**config.mk**
```make
export PLATFORM = sky130hd
export DESIGN_NAME = alu_top
export DESIGN_NICKNAME = d
export VERILOG_FILES = /design/src/rtl/alu_top.sv
export SDC_FILE = /design/constraint.sdc
export NUM_CORES = 1
export LEC_CHECK = 0
export CAP_MARGIN = 20
export CORE_AREA = 2 2 125 127
export CTS_BUF_LIST = sky130_fd_sc_hd__clkbuf_4 sky130_fd_sc_hd__clkbuf_8 sky130_fd_sc_hd__clkbuf_16
export DETAILED_ROUTE_END_ITERATION = 8
export DIE_AREA = 0 0 127 129
export GPL_TIMING_DRIVEN = 0
export PLACE_DENSITY_LB_ADDON = 0.15
export SKIP_CTS_REPAIR_TIMING = 1
export SYNTH_ARGS = -nofsm -noshare
export SYNTH_HDL_FRONTEND = slang
export SYNTH_SLANG_ARGS = --single-unit
```
**constraint.sdc**
```tcl
create_clock -name clk -period 12.15 [get_ports clk]
set_clock_uncertainty 0.15 [all_clocks]
set_input_delay 3.0375 -clock clk [delete_from_list [all_inputs] [get_ports clk]]
set_output_delay 3.0375 -clock clk [all_outputs]
set_load 0.01 [all_outputs]
```
**src/rtl/alu_top.sv**
```systemverilog
// 8-bit unsigned ALU (add/sub/mul/div) with one registered 16-bit result.
// Optional feature macro: ALU_DIV_EN enables the restoring-array divider.
module alu_top (
  input  logic        clk,
  input  logic        reset,
  input  logic [7:0]  A,
  input  logic [7:0]  B,
  input  logic [1:0]  op_sel,
  output logic [15:0] result
);

  localparam logic [1:0] OP_ADD = 2'b00;
  localparam logic [1:0] OP_SUB = 2'b01;
  localparam logic [1:0] OP_MUL = 2'b10;
  localparam logic [1:0] OP_DIV = 2'b11;

  function automatic logic [15:0] f_add(input logic [7:0] a, input logic [7:0] b);
    logic [8:0] sum;
    sum   = {1'b0, a} + {1'b0, b};
    f_add = {7'b0, sum};
  endfunction

  function automatic logic [15:0] f_sub(input logic [7:0] a, input logic [7:0] b);
    f_sub = {8'b0, a} - {8'b0, b};
  endfunction

  // Shift-and-add array: one partial product per bit of b.
  function automatic logic [15:0] f_mul(input logic [7:0] a, input logic [7:0] b);
    logic [15:0] acc;
    acc = 16'h0000;
    for (int i = 0; i < 8; i++) begin
      if (b[i]) acc = acc + ({8'b0, a} << i);
    end
    f_mul = acc;
  endfunction

`ifdef ALU_DIV_EN
  // Restoring array, MSB first. With b == 0 every trial subtraction succeeds,
  // which yields quotient 8'hFF and remainder a without special-casing.
  function automatic logic [15:0] f_div(input logic [7:0] a, input logic [7:0] b);
    logic [7:0] rem;
    logic [7:0] quo;
    logic [8:0] shifted;
    logic [9:0] diff;
    rem = 8'h00;
    quo = 8'h00;
    for (int i = 7; i >= 0; i--) begin
      shifted = {rem, a[i]};
      diff    = {1'b0, shifted} - {2'b00, b};
      if (!diff[9]) begin
        quo[i] = 1'b1;
        rem    = diff[7:0];
      end else begin
        quo[i] = 1'b0;
        rem    = shifted[7:0];
      end
    end
    f_div = {rem, quo};
  endfunction
`endif

  logic [15:0] w_add;
  logic [15:0] w_sub;
  logic [15:0] w_mul;
  logic [15:0] w_div;
  logic [15:0] w_mux;
  logic [15:0] r_result_p0;

  assign w_add = f_add(A, B);
  assign w_sub = f_sub(A, B);
  assign w_mul = f_mul(A, B);
`ifdef ALU_DIV_EN
  assign w_div = f_div(A, B);
`else
  assign w_div = 16'h0000;
`endif

  always_comb begin
    w_mux = 16'h0000;
    unique case (op_sel)
      OP_ADD:  w_mux = w_add;
      OP_SUB:  w_mux = w_sub;
      OP_MUL:  w_mux = w_mul;
      OP_DIV:  w_mux = w_div;
      default: w_mux = 16'h0000;
    endcase
  end

  // Stage p0: output register; reset wins over the operation sampled this edge.
  always_ff @(posedge clk) begin
    if (reset) r_result_p0 <= 16'h0000;
    else       r_result_p0 <= w_mux;
  end

  assign result = r_result_p0;

endmodule

```
==> run summary, run 1 <==
Req. time, crit path - 12.14 ns
Yosys reg bits - 16
Routed len/inst - 17.09 um
Root buffer cell - clkbuf_16
H-tree levels - 1
Top Ports - 36
Final period util - 0.9655
CP arrival - 11.72 ns
Total of max-cap violations - 0
Status - finished, final reports clean
FMAX - 85.24 MHz
CP max-delay cell - fa_2
Drc violations - 0
Warnings from Yosys - 0
Nets@finish - 747
Static Leak - 0.002349 uW
Antenna violations before repair - 0
CP endpoint kind - register
Hold depth - 2
WL final - 14.17 mm
IO Port Bufs - 33
Starting Density - 0.2958
Tot GR Track Use - 0.1693
Pwr dens - 152.7 nW/um2
Via count - 4,540
Rows - 45
WHS Endpoint - result[2]
FILL cells - 1,622
CTS Buffer Depth - 2
Horiz. Die Dim - 127 um
Primary FF master, synth - dfxtp_1
Hold wc startpoint - reset
Setup violations, final - 0
CTS sink count - 16
Final core utilization - 0.3617
Post-synthesis cell count - 592
Startpoint type of the worst setup path - primary input
Number of global-route vias before repair - 4,443
Area growth syn-to-layout - 22.28%
Hold WC Path Type - primary input to register
Post-synth EDFFs - 0
Synth top area share - 0.2146
Layout cells sized above 1 - 0.1404
Critical Path Max Stage Delay - 0.41 ns
TritonCTS clock tree - yes
Post-Synthesis Cell Area - 4430 um2
Syn_nets - 697
Total gr overflow - 0
Syn_area_per_cell - 7.484 um2
Vias/cell - 5.476
Maximum vdd drop - 0.05073 mV
Die Y - 129 um
Hold WS - 2.952 ns
ANT nets after route - 0
Async SR Flop Fraction - 0
Max FFs per register - 16
Core area - 14,980 um2
Final Max Slew Viols - 0
Crit-path max FO - 10
Clk slew on worst S/H paths - 0.05 ns
CTS Buf Count - 3
DR iter-0 viols - 258
WS Path Type - primary input to register
Largest net degree at the start of global routing - 16
Die Area - 16,380 um2
Final min period - 11.73 ns
Register area share after synthesis - 0.07230
Synth unique cells - 64
GP Congestion - 0.8536
First-pass GRT wire length - 22.47 mm
Max_slew headroom - 0.4314
DRT Pass-1 Iters - 5
Synth top area cells - ha_1, dfxtp_1, a21oi_1
Synth area leader - ha_1
RSZ-0062 raised after global routing - yes
Hold Vio Cnt, Final - 0
Detailed Place HPWL - 11.07 mm
Diode count - 0
Worst slew pin tran - 0.8515 ns
power breakdown:
part | internal (uW) | switching, uW
Combinational | 327 | 367
Clock | 50.0 | 20.1
Sequential | 60.6 | 1.69
layout make-up:
cell class / instances / area (um2) / share of cell area
clock buffers: 4 / 88.84 / 0.01640
repair buffers: 45 / 400.4 / 0.07390
inverters: 36 / 138.9 / 0.02564
flip-flops and latches: 16 / 320.3 / 0.05912
multi-input cells: 517 / 4135 / 0.7633
well taps: 188 / 235.2 / 0.04342
plain buffers: 23 / 98.84 / 0.01824
metrics by stage:
stage                     cells  setup TNS [ns]  setup slack (ns)  power [uW]  instance area, um2
after floorplan             592               0            0.7413       530.1                4431
after detailed placement    813          -8.134            -1.343       667.7                4996
after CTS                   817          -6.443            -1.117       744.8                5085
after global routing        829        -0.09608          -0.05654       912.4                5418
final                       829               0            0.4191       827.1                5418
after global placement      813          -7.447            -1.292       659.3                4996
worst max path at each step:
stage / from / end / slack, ns / cells past startpoint
global route: B[0] / result[14] / -0.06 / 45
CTS: A[1] / result[13] / -1.12 / 45
finish: B[0] / result[13] / 0.42 / 45
global placement: A[1] / result[14] / -1.29 / 45
detailed placement: A[1] / result[14] / -1.34 / 45
floorplan: B[0] / result[13] / 0.74 / 44
per-layer routing:
layer	GRT usage	up-vias	wire length [um]	part of all wire
li1	-	2308	-	-
met4	0.04460	0	270	0.019
met1	0.2269	2140	6931	0.49
met3	0.007069	16	332	0.023
met2	0.2995	76	6631	0.47
met5	0	-	0	0
Yosys cell counts (11+ instances only):
| master | n |
|---|---|
| ha_1 | 76 |
| dfxtp_1 | 16 |
| mux2i_1 | 12 |
| o21ai_0 | 43 |
| xor2_1 | 15 |
| nand3_1 | 15 |
| xnor2_1 | 20 |
| clkbuf_1 | 15 |
| nand2b_1 | 16 |
| nor2_1 | 38 |
| a211oi_1 | 11 |
| nor3_1 | 15 |
| nand2_1 | 49 |
| inv_1 | 33 |
| a21o_1 | 21 |
| a21oi_1 | 43 |
cells by family after synthesis:
group | share of synthesized area
mux | 0.04745
xor+xnor | 0.06919
simple gates | 0.1892
flops | 0.07230
compound gates | 0.3143
buf+inv | 0.05224
fa+ha+maj | 0.2553
cell usage in the layout, fill, tap and decap left out, types with 11 or more instances in the layout:
| cell | Yosys | final |
|---|---|---|
| a21o_1 | 21 | 21 |
| o21ai_0 | 43 | 37 |
| xor2_1 | 15 | 15 |
| inv_1 | 33 | 32 |
| buf_4 | 0 | 13 |
| nor3_1 | 15 | 13 |
| nand2b_1 | 16 | 16 |
| xnor2_1 | 20 | 17 |
| ha_1 | 76 | 65 |
| a21oi_1 | 43 | 39 |
| dfxtp_1 | 16 | 16 |
| nand2_1 | 49 | 47 |
| clkdlybuf4s50_1 | 0 | 24 |
| nand3_1 | 15 | 14 |
| nor2_1 | 38 | 37 |
| clkbuf_1 | 15 | 15 |
| mux2i_1 | 12 | 11 |
critical path, delay by kind of cell:
family                     cells  cell delay (ns)
adders and majority gates      8             2.24
muxes                          2             0.59
AOI/OAI and AO/OA             17             2.91
xor gates and xnor gates       6             1.05
and+or+nand+nor                9             1.47
buffers and inverters          3             0.42
Power figures use the tool's default switching activity.
==> run 2, diff against run 1 <==
CORE_AREA = 4 4 127 129   (was 2 2 125 127)
DIE_AREA = 0 0 131 133   (was 0 0 127 129)
clock period = 12.3 ns   (was 12.15 ns; I/O delays follow)
==> run 2 against run 1 <==
- sequential power fell by 1%
- clock power hardly changed
- critical path type unchanged
- setup slack improved by 0.077 ns
- highest routed layer unchanged
- sequential share of layout area is essentially flat
- count of clock-buffer cells in the layout unchanged
- critical path depth unchanged
- die area grew 6.3%
- power is 3.6% lower
- worst hold slack improved by 0.024 ns
- global-route usage fell by 1.1 points
- core utilization shrank 0.43 points
==> run summary, run 2 (same netlist as run 1, synthesis figures left out) <==
Horiz. Die Dim - 131 um
Critical Path Max Stage Delay - 0.40 ns
Placed Area - 4996 um2
Hold wc startpoint - reset
Most common cell after layout, fill and taps aside - ha_1
IO Port Bufs - 33
Die Y - 133 um
Total gr overflow - 0
Area growth syn-to-layout - 21.29%
Sum Neg Setup Slack - 0 ns
Most frequent CP cell - ha_1
DR iter-0 viols - 271
Crit-path max FO - 10
Root buffer cell - clkbuf_16
Clk slew on worst S/H paths - 0.05 ns
WL final - 13.91 mm
Final period util - 0.9597
ANT nets after route - 0
TritonCTS clock tree - yes
Routed len/inst - 16.84 um
Hold WS - 2.976 ns
Vias/cell - 5.561
H-tree levels - 1
CTS sink count - 16
Starting Density - 0.2947
Final min period - 11.80 ns
Maximum vdd drop - 0.05504 mV
CTS Buf Count - 3
Die Area - 17,420 um2
Cell count after placement - 813
Tot GR Track Use - 0.1578
Setup violations, final - 0
Static Leak - 0.002363 uW
CP endpoint kind - register
Startpoint type of the worst setup path - primary input
Pwr dens - 148.4 nW/um2
Top Ports - 36
Number of global-route vias before repair - 4,393
GP Congestion - 0.9200
Power Total - 797.3 uW
Max_slew headroom - 0.4140
Detailed Place HPWL - 11.14 mm
Core area - 15,030 um2
Total of max-cap violations - 0
Via count - 4,593
Final Max Slew Viols - 0
WHS Endpoint - result[2]
Req. time, crit path - 12.29 ns
Layout cells sized above 1 - 0.1207
Rows - 45
Final Non-Filler Cells - 826
Hold depth - 2
RSZ-0062 raised after global routing - no
Hold Vio Cnt, Final - 0
Drc violations - 0
Worst slew pin tran - 0.8775 ns
CTS Buffer Depth - 2
Cell area after layout - 5374 um2
Antenna violations before repair - 0
Max FFs per register - 16
FMAX - 84.71 MHz
WS Path Type - primary input to register
DRT Pass-1 Iters - 5
Largest net degree at the start of global routing - 16
First-pass GRT wire length - 22.45 mm
CP arrival - 11.79 ns
Most frequent cells in the layout - ha_1, nand2_1, a21oi_1
Status - finished, final reports clean
FILL cells - 1,580
Nets@finish - 744
CP max-delay cell - fa_2
Hold WC Path Type - primary input to register
Diode count - 0
[run 2: cell types whose count changed in the layout (fill, tap and decap cells not counted), moves of 2 or more]
cell / change
ha_1: +4
dlymetal6s2s_1: +2
buf_4: -3
a21oi_2: -2
clkbuf_2: -3
ha_4: -3
a21oi_1: +2
[run 2: worst max-delay path by stage]
stage | start | endpoint | slack, ns
after global placement | A[1] | result[14] | -1.22
after floorplan | B[0] | result[13] | 0.85
final | B[0] | result[14] | 0.50
after global routing | B[0] | result[14] | 0.02
after CTS | A[1] | result[14] | -1.08
after detailed placement | A[1] | result[14] | -1.31
[run 2: final cells by class]
cell class                      instances  area [um2]  area share
Sequential cell                        16       320.3     0.05960
Multi-Input combinational cell        517        4103      0.7634
Clock buffer                            4       88.84     0.01653
Tap cell                              188       235.2     0.04377
Timing Repair Buffer                   42       392.9     0.07311
Buffer                                 23       98.84     0.01839
Inverter                               36       135.1     0.02515
[run 2: report_power, final]
group	total (uW)	switching [uW]	internal (uW)
clock	69.9	20.5	49.4
sequential	61.7	1.79	59.9
combinational	666	357	309
total	797	379	418
[run 2: through the flow]
stage | setup slack [ns] | utilization
after floorplan | 0.8538 | -
after global placement | -1.222 | 0.3323
after detailed placement | -1.311 | 0.3323
after CTS | -1.075 | 0.3382
after global routing | 0.01686 | 0.3575
final | 0.4956 | 0.3575
[run 2: routing by layer]
| layer | part of all wire | track usage | vias up |
|---|---|---|---|
| met5 | 0 | 0 | - |
| met4 | 0.012 | 0.03257 | 0 |
| met3 | 0.028 | 0.005248 | 16 |
| met2 | 0.47 | 0.2666 | 94 |
| met1 | 0.49 | 0.2222 | 2173 |
| li1 | - | - | 2310 |
[run 2: critical path: cells and delay by family]
| kind | cells | cell delay (ns) |
|---|---|---|
| buffers and inverters | 2 | 0.36 |
| and+or+nand+nor | 8 | 1.10 |
| muxes | 2 | 0.61 |
| adders and majority gates | 8 | 2.40 |
| xor gates and xnor gates | 6 | 1.01 |
| AOI/OAI and AO/OA | 19 | 3.23 |
==> run 3, diff against run 2 <==
REMOVE_ABC_BUFFERS = 1   (was unset)
==> run 3 against run 2 <==
- power is 2.7% lower
- non-clock buffer count is 24 lower
- die area stayed put
- worst hold slack better by 0.37 ns
==> run summary, run 3 (same netlist as run 1, synthesis figures left out) <==
Status - finished, final reports clean
Most frequent cells in the layout - ha_1, nand2_1, a21oi_1
Die Y - 133 um
H-tree levels - 1
Power Total - 775.8 uW
IO Port Bufs - 35
Worst slew pin tran - 1.023 ns
TritonCTS clock tree - yes
Rows - 45
CP arrival - 11.88 ns
DP Worst Slack - -1.427 ns
Comb power frac - 0.830
Max FFs per register - 16
Crit-path max FO - 13
Most frequent CP cell - ha_1
Startpoint type of the worst setup path - primary input
Routed len/inst - 17.07 um
Hold WC Path Type - primary input to register
Starting Density - 0.2947
Critical Path Max Stage Delay - 0.39 ns
Static Leak - 0.002264 uW
Diode count - 0
Top Ports - 36
Max_slew headroom - 0.3156
Root buffer cell - clkbuf_16
WL final - 13.69 mm
Req. time, crit path - 12.29 ns
FMAX - 84.10 MHz
CP max-delay cell - ha_2
Final core utilization - 0.3442
Layout cells sized above 1 - 0.09772
Tot GR Track Use - 0.1532
Detailed Place HPWL - 10.47 mm
Nets@finish - 720
Drc violations - 0
CTS Buffer Depth - 2
Largest net degree at the start of global routing - 29
Pwr dens - 149.9 nW/um2
Horiz. Die Dim - 131 um
P_sw - 370.5 uW
CTS Buf Count - 3
ANT nets after route - 0
Hold Vio Cnt, Final - 0
Sum Neg Setup Slack - 0 ns
Total of max-cap violations - 0
WS Path Type - primary input to register
Cell Int Power - 405.3 uW
FILL cells - 1,587
Vias/cell - 5.506
Sequential share of power - 0.079
Final period util - 0.9667
Final min period - 11.89 ns
Clock network power share - 0.091
Total gr overflow - 0
Setup violations, final - 0
CP endpoint kind - register
Final Max Slew Viols - 0
Most common cell after layout, fill and taps aside - ha_1
Core area - 15,030 um2
GP Congestion - 0.8623
DRT Pass-1 Iters - 5
Area growth syn-to-layout - 16.80%
Number of global-route vias before repair - 4,191
Die Area - 17,420 um2
First-pass GRT wire length - 21.87 mm
RSZ-0062 raised after global routing - yes
Sw Ratio - 0.4776
Clk slew on worst S/H paths - 0.05 ns
CTS sink count - 16
Maximum vdd drop - 0.04868 mV
Via count - 4,416
Post-layout worst setup margin - 0.4100 ns
DR iter-0 viols - 218
Antenna violations before repair - 0
## run 3: critical path, delay by kind of cell
kind / cells / cell delay [ns]
AOI/OAI and AO/OA: 17 / 3.02
xor gates and xnor gates: 6 / 1.01
adders and majority gates: 8 / 2.40
buffers and inverters: 2 / 0.32
muxes: 2 / 0.58
and+or+nand+nor: 9 / 1.49
## run 3: worst paths after layout
kind  start         end  cells past startpoint
max    B[0]  result[13]                     44
min    B[0]   result[0]                      4
## run 3: cell type report
| class | count | area, um2 | area share |
|---|---|---|---|
| Timing Repair Buffer | 41 | 372.9 | 0.07205 |
| Multi-Input combinational cell | 517 | 4019 | 0.7766 |
| Clock buffer | 4 | 88.84 | 0.01717 |
| Tap cell | 188 | 235.2 | 0.04545 |
| Inverter | 36 | 138.9 | 0.02684 |
| Sequential cell | 16 | 320.3 | 0.06190 |
## run 3: power by group through the flow
stage	registers, uW	logic [uW]	clock network, uW
2_1_floorplan	67.1	449	0
3_3_place_gp	62.7	586	0
3_5_place_dp	62.8	593	0
4_1_cts	61.7	597	72.8
5_1_grt	62.2	720	73.5
6_report	61.6	644	70.2
## run 3: layer usage
layer  vias to the layer above  wire length (um)  track usage
met4                         0               291      0.04400
met3                        23               350     0.005652
li1                       2266                 -            -
met5                         -                 0            0
met1                      2047              6851       0.2194
met2                        80              6197       0.2480
## run 3: metrics by stage
step                      cells  cell area (um2)  hold WS, ns
after floorplan             569             4334        2.997
after global placement      792             4920        3.665
after detailed placement    792             4920        3.660
after CTS                   796             5009        3.463
after global routing        802             5175        3.387
final                       802             5175        3.346
